File: src/rtl/controle_multiciclo_if.sv
// Signal bundle between the nRISC multicycle control unit and its datapath/memory.
// The master side is the control unit; the slave side is the datapath.
interface controle_multiciclo_if #(
  parameter int LARG_CONT = 8
);
  logic [2:0]           opcode;
  logic                 zero;
  logic                 mem_pronto;
  logic                 pc_escreve;
  logic [1:0]           sel_pc;
  logic                 ir_escreve;
  logic                 mem_le;
  logic                 mem_escreve;
  logic                 reg_escreve;
  logic                 sel_wb;
  logic                 sel_b;
  logic [1:0]           sel_ula;
  logic [2:0]           estado;
  logic                 parado;
  logic [LARG_CONT-1:0] instr_concluidas;

  modport master (
    input  opcode, zero, mem_pronto,
    output pc_escreve, sel_pc, ir_escreve, mem_le, mem_escreve, reg_escreve,
           sel_wb, sel_b, sel_ula, estado, parado, instr_concluidas
  );

  modport slave (
    output opcode, zero, mem_pronto,
    input  pc_escreve, sel_pc, ir_escreve, mem_le, mem_escreve, reg_escreve,
           sel_wb, sel_b, sel_ula, estado, parado, instr_concluidas
  );
endinterface

File: src/rtl/controle_multiciclo.sv
// Multicycle control unit for the 8-bit nRISC: fetch/decode/execute/memory/write-back
// sequencing, memory-ready handshake and a wrapping retired-instruction counter.
module controle_multiciclo #(
  parameter int LARG_CONT = 8
) (
  input logic                  clock,
  input logic                  reset,
  controle_multiciclo_if.master bus
);
  typedef enum logic [2:0] {
    BUSCA      = 3'd0,
    DECODIFICA = 3'd1,
    EXECUTA    = 3'd2,
    MEMORIA    = 3'd3,
    ESCRITA    = 3'd4,
    PARADO     = 3'd5
  } estado_t;

  typedef enum logic [2:0] {
    OP_ADD  = 3'd0,
    OP_SUB  = 3'd1,
    OP_ADDI = 3'd2,
    OP_LW   = 3'd3,
    OP_SW   = 3'd4,
    OP_BEQ  = 3'd5,
    OP_JMP  = 3'd6,
    OP_HALT = 3'd7
  } op_t;

  estado_t              estado_q, estado_d;
  logic [LARG_CONT-1:0] cont_q;
  logic                 retira;
  op_t                  op;

  assign op                   = op_t'(bus.opcode);
  assign bus.estado           = estado_q;
  assign bus.instr_concluidas = cont_q;

  always_ff @(posedge clock) begin
    if (reset) begin
      estado_q <= BUSCA;
      cont_q   <= '0;
    end else begin
      estado_q <= estado_d;
      if (retira) cont_q <= cont_q + LARG_CONT'(1);
    end
  end

  always_comb begin
    estado_d        = estado_q;
    retira          = 1'b0;
    bus.pc_escreve  = 1'b0;
    bus.sel_pc      = 2'b00;
    bus.ir_escreve  = 1'b0;
    bus.mem_le      = 1'b0;
    bus.mem_escreve = 1'b0;
    bus.reg_escreve = 1'b0;
    bus.sel_wb      = 1'b0;
    bus.sel_b       = 1'b0;
    bus.sel_ula     = 2'b00;
    bus.parado      = 1'b0;

    case (estado_q)
      BUSCA: begin
        bus.mem_le = 1'b1;
        if (bus.mem_pronto) begin
          bus.ir_escreve = 1'b1;
          bus.pc_escreve = 1'b1;
          estado_d       = DECODIFICA;
        end
      end
      DECODIFICA: estado_d = (op == OP_HALT) ? PARADO : EXECUTA;
      EXECUTA: begin
        estado_d = BUSCA;
        case (op)
          OP_ADD:  estado_d = ESCRITA;
          OP_SUB: begin
            bus.sel_ula = 2'b01;
            estado_d    = ESCRITA;
          end
          OP_ADDI: begin
            bus.sel_b = 1'b1;
            estado_d  = ESCRITA;
          end
          OP_LW, OP_SW: begin
            bus.sel_b = 1'b1;
            estado_d  = MEMORIA;
          end
          OP_BEQ: begin
            bus.sel_ula = 2'b01;
            if (bus.zero) begin
              bus.pc_escreve = 1'b1;
              bus.sel_pc     = 2'b01;
            end
            retira = 1'b1;
          end
          OP_JMP: begin
            bus.pc_escreve = 1'b1;
            bus.sel_pc     = 2'b10;
            retira         = 1'b1;
          end
          default: ;
        endcase
      end
      MEMORIA: begin
        // An opcode that is neither LW nor SW cannot legally reach here; abandon it.
        if (op == OP_LW) begin
          bus.mem_le = 1'b1;
          if (bus.mem_pronto) estado_d = ESCRITA;
        end else if (op == OP_SW) begin
          bus.mem_escreve = 1'b1;
          if (bus.mem_pronto) begin
            estado_d = BUSCA;
            retira   = 1'b1;
          end
        end else begin
          estado_d = BUSCA;
        end
      end
      ESCRITA: begin
        bus.reg_escreve = 1'b1;
        bus.sel_wb      = (op == OP_LW);
        estado_d        = BUSCA;
        retira          = 1'b1;
      end
      PARADO:  bus.parado = 1'b1;
      default: estado_d = BUSCA;
    endcase

    if (reset) begin
      retira          = 1'b0;
      bus.pc_escreve  = 1'b0;
      bus.ir_escreve  = 1'b0;
      bus.mem_le      = 1'b0;
      bus.mem_escreve = 1'b0;
      bus.reg_escreve = 1'b0;
      bus.parado      = 1'b0;
    end
  end
endmodule

File: src/flat_wrapper.sv
// flat-port wrapper written by rule: the top's interface ports become plain ports
module controle_multiciclo_flat 
#(
  parameter int LARG_CONT = 8
)
  (clock, reset, bus_opcode, bus_zero, bus_mem_pronto, bus_pc_escreve, bus_sel_pc, bus_ir_escreve, bus_mem_le, bus_mem_escreve, bus_reg_escreve, bus_sel_wb, bus_sel_b, bus_sel_ula, bus_estado, bus_parado, bus_instr_concluidas);
  controle_multiciclo_if #(.LARG_CONT(LARG_CONT)) bus_i ();
  input logic clock;
  input logic reset;
  input wire logic [$bits(bus_i.opcode)-1:0] bus_opcode;
  input wire logic [$bits(bus_i.zero)-1:0] bus_zero;
  input wire logic [$bits(bus_i.mem_pronto)-1:0] bus_mem_pronto;
  output wire logic [$bits(bus_i.pc_escreve)-1:0] bus_pc_escreve;
  output wire logic [$bits(bus_i.sel_pc)-1:0] bus_sel_pc;
  output wire logic [$bits(bus_i.ir_escreve)-1:0] bus_ir_escreve;
  output wire logic [$bits(bus_i.mem_le)-1:0] bus_mem_le;
  output wire logic [$bits(bus_i.mem_escreve)-1:0] bus_mem_escreve;
  output wire logic [$bits(bus_i.reg_escreve)-1:0] bus_reg_escreve;
  output wire logic [$bits(bus_i.sel_wb)-1:0] bus_sel_wb;
  output wire logic [$bits(bus_i.sel_b)-1:0] bus_sel_b;
  output wire logic [$bits(bus_i.sel_ula)-1:0] bus_sel_ula;
  output wire logic [$bits(bus_i.estado)-1:0] bus_estado;
  output wire logic [$bits(bus_i.parado)-1:0] bus_parado;
  output wire logic [$bits(bus_i.instr_concluidas)-1:0] bus_instr_concluidas;
  assign bus_i.opcode = bus_opcode;
  assign bus_i.zero = bus_zero;
  assign bus_i.mem_pronto = bus_mem_pronto;
  assign bus_pc_escreve = bus_i.pc_escreve;
  assign bus_sel_pc = bus_i.sel_pc;
  assign bus_ir_escreve = bus_i.ir_escreve;
  assign bus_mem_le = bus_i.mem_le;
  assign bus_mem_escreve = bus_i.mem_escreve;
  assign bus_reg_escreve = bus_i.reg_escreve;
  assign bus_sel_wb = bus_i.sel_wb;
  assign bus_sel_b = bus_i.sel_b;
  assign bus_sel_ula = bus_i.sel_ula;
  assign bus_estado = bus_i.estado;
  assign bus_parado = bus_i.parado;
  assign bus_instr_concluidas = bus_i.instr_concluidas;
  controle_multiciclo #(.LARG_CONT(LARG_CONT)) u_core (.clock(clock), .reset(reset), .bus(bus_i));
endmodule
File: config.mk
export PLATFORM = sky130hd
export DESIGN_NAME = controle_multiciclo_flat
export DESIGN_NICKNAME = d
export VERILOG_FILES = /design/src/rtl/controle_multiciclo_if.sv /design/src/rtl/controle_multiciclo.sv /design/src/flat_wrapper.sv
export SDC_FILE = /design/constraint.sdc
export NUM_CORES = 1
export LEC_CHECK = 0
export BUFFER_PORTS_ARGS = -buffer_cell sky130_fd_sc_hd__buf_2
export CAP_MARGIN = 20
export CORE_UTILIZATION = 25
export DETAILED_ROUTE_END_ITERATION = 6
export SKIP_LAST_GASP = 1
export SLEW_MARGIN = 20
export SYNTH_ARGS = -nofsm -noshare
export SYNTH_HDL_FRONTEND = slang
export SYNTH_SLANG_ARGS = --single-unit
export TNS_END_PERCENT = 100
File: constraint.sdc
create_clock -name clock -period 2 [get_ports clock]
set_clock_uncertainty 0.15 [all_clocks]
set_input_delay 0.4 -clock clock [delete_from_list [all_inputs] [get_ports clock]]
set_output_delay 0.4 -clock clock [all_outputs]
set_load 0.1 [all_outputs]
# [Word-level counts from Yosys, hierarchy flattened]
# Cells that the tools add are included.
[word_totals] ff_bits=11 latch_bits=0 ramBits=0 mem_bits_ro=0 in_bits=7 output_inout_bits=23 elab_cells=66 n_memories=0
[op_classes] add_sub_neg=1 n_mul=0 n_div=0 magnitude_cmp=0 n_eq_ne=15 shift=0 muxes=39 n_bitwise=1 reduce_logical=8
[op_table] operator="$mux 1" n=24
[op_table] operator="$eq 3x3->1 const B" n=6
[op_table] operator="$mux 3" n=6
[op_table] operator="$pmux 3 s5" n=1
[op_table] operator="$eq 3x2->1 const B" n=4
[op_table] operator="$add 8x1->8 const B" n=1
[op_table] operator="$eq 3x1->1 const B" n=2
[op_table] operator="$logic_not 3->1" n=2
[op_table] operator="$ne 3x3->1 const B" n=2
[op_table] operator="$pmux 1 s2" n=3
[op_table] operator="$pmux 3 s2" n=1
[op_table] operator="$reduce_or 2->1" n=3
[op_table] operator="$reduce_or 3->1" n=2
[op_table] operator="$mux 2" n=2
[op_table] operator="$pmux 2 s2" n=1
[op_table] operator="$reduce_and 4->1" n=1
[op_table] operator="$pmux 1 s3" n=1
[op_table] operator="$ne 2x2->1 const B" n=1
[op_table] operator="$not 1->1" n=1

# [Longest topological paths before layout]
[logic_depth] ltp_word=5 ltp_mapped=6 mapped_depth_nobuf=6

# [Worst setup path after synthesis]
# OpenSTA, ideal clock, no wires.
[synth_timing] path_type="reg2out" startpoint="register u_core.estado_q[1], in the netlist u_core.bus.estado[1]" endpoint="output bus_pc_escreve" t_arrival_ps=4426 required_ps=1450 setup_slack_ps=-2976 path_stages_with_launch=6 path_buffers=1 cell_sequence="dfxtp_1 -> buf_4 -> nand4bb_1 -> a21oi_1 -> a21oi_1 -> nor4_1"
[synth_between] elab_chain_cells=3 word_cells_on_any_way=4 cone_classes="eq/ne: 1; mux: 2; reduce/logical: 1"
[synth_rtl] element="from (decl)" line_no="controle_multiciclo.sv:30" source="estado_t estado_q, estado_d;"
[synth_rtl] element="from (signal assigned)" line_no="controle_multiciclo.sv:44" source="estado_q <= estado_d;"
[synth_rtl] element="$eq 3x2->1 or $logic_not 3->1 (tied branches)" line_no="controle_multiciclo.sv:63" source="case (estado_q)"
[synth_rtl] element="$pmux 1 s2 (*)" line_no="controle_multiciclo.sv:63"
[synth_rtl] element="$mux 1 (*)" line_no="controle_multiciclo.sv:130" source="if (reset) begin"
[synth_rtl] element="to (decl)" line_no="flat_wrapper.sv:13" source="output wire logic [$bits(bus_i.pc_escreve)-1:0] bus_pc_escreve;"
# Every way passes the cells marked *; elsewhere a longest branch is shown, timed or not.

# [Worst setup path after layout]
[layout_timing] startpoint="register u_core.estado_q[0], in the netlist u_core.bus.estado[0]" endpoint="output bus_pc_escreve"
# Same word-level chain as after synthesis.

==> flow_summary.yaml <==
outcome:
  outcome: "complete, no violations"
setup_path:
  path_class: "flop to primary output"
  worstReg2RegStart: "u_core.bus.estado[2]"
  critical_path.cell_chain: "nand4bb_4 -> a21oi_2 -> a21oi_2 -> nor4_4 -> buf_12"
  data_required_time_at_the_worst_endpoint_ps: 1450
  critPathCaptureType: "primary output"
  worst_path_largest_cell_delay_ps: 380
  setup.worst_path.start_class: "flop"
  worst_path_most_repeated_cell: "sky130_fd_sc_hd__a21oi_2"
  slowest_stage: "sky130_fd_sc_hd__dfxtp_4"
  worstPathMaxFanout: 8
  cp_data_arrival_time_ps: 1440
  worst_r2r_endpoint: "u_core.bus.instr_concluidas[7]"
  ff2ff_path_depth: 6
  rrSetupSlack_ps: 240
hold_path:
  hold_depth: 2
  hold_path_startpoint: "u_core.bus.instr_concluidas[1]"
  worst_hold_path.endpoint: "u_core.bus.instr_concluidas[1]"
  timing.hold.worst.class: "flop to flop"
global_route:
  globalRoute.busiestLayer: "met2"
  number_of_global_route_vias_before_repair: 873
  track_usage_pct: 14.1
  number_of_antenna_violations_at_the_first_check_in_global_routing: 0
  grt_pass1_wl_microns: 3770
  grtUsageMet2_pct: 27.4
  globalRouteMet1Util_pct: 15.9
  grt_max_degree: 13
  use_met3_pct: 2.64
  globalRoute.totalOverflow: 0
floorplan:
  die_width_microns: 58.6
  rows: 20
  dieHeight_microns: 58.6
  core_area_sq_um: 3050
  initial_core_util_pct: 26.2
  die_area_sq_um: 3430
  boundaryPins: 30
sta:
  timing.final.crit_share_pct: 99.4
  max_freq_mhz: 503
  report.final.slew_viol_count: 0
  setup_viol: 0
  tns_ps: 0
  finalCriticalPeriod_ps: 1990
  setup_repair_after_global_routing_missed_its_margin: "yes"
  hold_violations_final: 0
clock_network:
  clk-insertion-delay-late_ps: 260
  htree_levels: 1
  clock_sinks: 11
  cts_root_buf: "sky130_fd_sc_hd__clkbuf_4"
  post_cts_hold_buffer_count: 0
  numCtsBuffers: 3
  clockBufferDepth: 2
  tritoncts: "built"
  cts.clk_slew.worst_paths_ps: 70
layout:
  final_net_count: 151
  antenna-diode-count: 0
  areaGrowthSynthToFinish_pct: 76.7
  drive_gt1_share_pct: 54.9
  fill_cells: 299
drt:
  finalWirelength_microns: 2230
  num_vias: 879
  firstDrtPassIters: 4
  detail_route.iter0.violations: 26
  route.detailed.wl_per_inst_microns: 12.0
  remaining_drc_errors: 0
  detail-route-antenna-nets: 0
  via_density_per_instance: 4.73
synth:
  synth-async-reset-ratio_pct: 0
  synth-seq-area-share_pct: 27.5
  synthesized_area_divided_by_synthesized_cell_count_sq_um: 7.93
  yosys_register_bits: 11
  post_synth_top_area_share_pct: 27.5
  cell_type_with_the_largest_total_area_after_synthesis: "sky130_fd_sc_hd__dfxtp_1"
  netlist_top_cells_area: "sky130_fd_sc_hd__dfxtp_1 28%, sky130_fd_sc_hd__xnor2_1 7.7%, sky130_fd_sc_hd__nor2_1 6.6%"
  post-synth-top-count-cell: "sky130_fd_sc_hd__nor2_1"
  synth.yosys.warnings: 0
  synth_cell_types: 39
  synth.cells.most_frequent: "14 x sky130_fd_sc_hd__nor2_1, 11 x sky130_fd_sc_hd__dfxtp_1, 9 x sky130_fd_sc_hd__a21oi_1"
  synthesis.instances: 101
  synthesized_netlist_net_count: 109
  syn-cell-area_sq_um: 801
  synth_flop_cell: "sky130_fd_sc_hd__dfxtp_1"
  synth_enable_flop_cells: 0
power:
  power_leakage_nw: 0.556
  power_density_nw_per_um2: 488
  finalPower_w: 0.000691
  irDropWorstVdd_v: 0.000238
place:
  place_congestion: 0.855
  place_hpwl_microns: 1760
  port_buffer_count: 28
flow_run:
  maxCapViolations: 0
-- power by group --
group,total (W),internal [W],switching [W]
clock network,0.000154,0.0000770,0.0000767
registers,0.000238,0.000224,0.0000141
logic,0.000298,0.000106,0.000193
total,0.000691,0.000407,0.000283
-- worst max path at each step --
stage / from / cells past startpoint / slack [ps] / end
floorplan: u_core.bus.estado[1] / 5 / -630 / bus_pc_escreve
global placement: bus_opcode[1] / 6 / 30 / bus_pc_escreve
detailed placement: bus_opcode[1] / 6 / -20 / bus_pc_escreve
CTS: u_core.bus.estado[0] / 4 / -50 / bus_sel_wb
global route: u_core.bus.estado[0] / 5 / -60 / bus_pc_escreve
finish: u_core.bus.estado[0] / 5 / 10 / bus_pc_escreve
-- layout make-up --
class / count / area (sq um) / area share, %
clock buffer: 4 / 26.3 / 1.86
inverter: 3 / 11.3 / 0.796
multi-input combinational: 80 / 659 / 46.6
sequential: 11 / 238 / 16.8
tap: 44 / 55.1 / 3.89
timing repair buffer: 44 / 425 / 30.1
-- logic make-up (layout without fill, tap and decap cells) --
family / after synthesis / in the layout / synth area share (%)
simple gates: 50 / 50 / 36.4
mux: 1 / 1 / 1.87
xor+xnor: 8 / 8 / 8.75
fa+ha+maj: 1 / 1 / 1.56
buf+inv: 10 / 51 / 6.56
compound gates: 19 / 19 / 16.9
flops: 11 / 11 / 27.5
other cells: 1 / 1 / 0.468
-- what timing repair did --
| item | 4_1_cts | 5_1_grt |
|---|---|---|
| buffers inserted | 1 | 5 |
| resized for setup | 0 | 1 |
| cloned | 0 | 0 |
| endpoints found under the hold margin | 0 | 0 |
| setup endpoints to repair | 4 | 6 |
| pin swaps | 1 | 0 |
-- registers in the layout, summed over array words and instances (netlist names) --
signal / cells
u_core.bus.estado: 3
u_core.bus.instr_concluidas: 8
-- worst max-delay path, delay by kind of cell, from the launching register on --
kind	cells	cell delay, ps
flip-flops	1	380
buffers and inverters	1	210
AND/OR/NAND/NOR	2	390
AO/OA/AOI/OAI	2	190
-- cells in the final DEF (no fill, tap or decap), types with 2 or more instances in the layout --
| master | count |
|---|---|
| sky130_fd_sc_hd__a21boi_1 | 2 |
| sky130_fd_sc_hd__nand3_1 | 3 |
| sky130_fd_sc_hd__dfxtp_4 | 3 |
| sky130_fd_sc_hd__dfxtp_2 | 5 |
| sky130_fd_sc_hd__and2_1 | 2 |
| sky130_fd_sc_hd__nor4_4 | 2 |
| sky130_fd_sc_hd__nand2b_1 | 2 |
| sky130_fd_sc_hd__nor2_4 | 2 |
| sky130_fd_sc_hd__nor3b_4 | 2 |
| sky130_fd_sc_hd__a21oi_2 | 2 |
| sky130_fd_sc_hd__nor2b_1 | 3 |
| sky130_fd_sc_hd__buf_2 | 17 |
| sky130_fd_sc_hd__nor3_4 | 2 |
| sky130_fd_sc_hd__dfxtp_1 | 3 |
| sky130_fd_sc_hd__nor2_1 | 11 |
| sky130_fd_sc_hd__nor2_2 | 2 |
| sky130_fd_sc_hd__nand2_1 | 7 |
| sky130_fd_sc_hd__buf_4 | 16 |
| sky130_fd_sc_hd__a21oi_1 | 7 |
| sky130_fd_sc_hd__xnor2_1 | 7 |
| sky130_fd_sc_hd__clkbuf_4 | 3 |
| sky130_fd_sc_hd__buf_12 | 11 |
| sky130_fd_sc_hd__inv_1 | 3 |
-- per-stage QoR --
step	hold slack (ps)	instances	cell area, sq um	setup slack (ps)	util (%)
after CTS	347	181	1370	-51.4	45.0
after detailed placement	337	176	1340	-24.6	43.9
after global placement	319	176	1340	33.2	43.9
final	343	186	1420	12.2	46.4
after floorplan	317	101	957	-635	-
after global routing	375	186	1420	-62.1	46.4
-- routing by layer --
| layer | vias to the layer above | wire (microns) |
|---|---|---|
| li1 | 434 | - |
| met1 | 419 | 957 |
| met2 | 24 | 1170 |
| met3 | 2 | 98 |
| met4 | 0 | 6 |
| met5 | - | 0 |
Power figures use the tool's default switching activity.
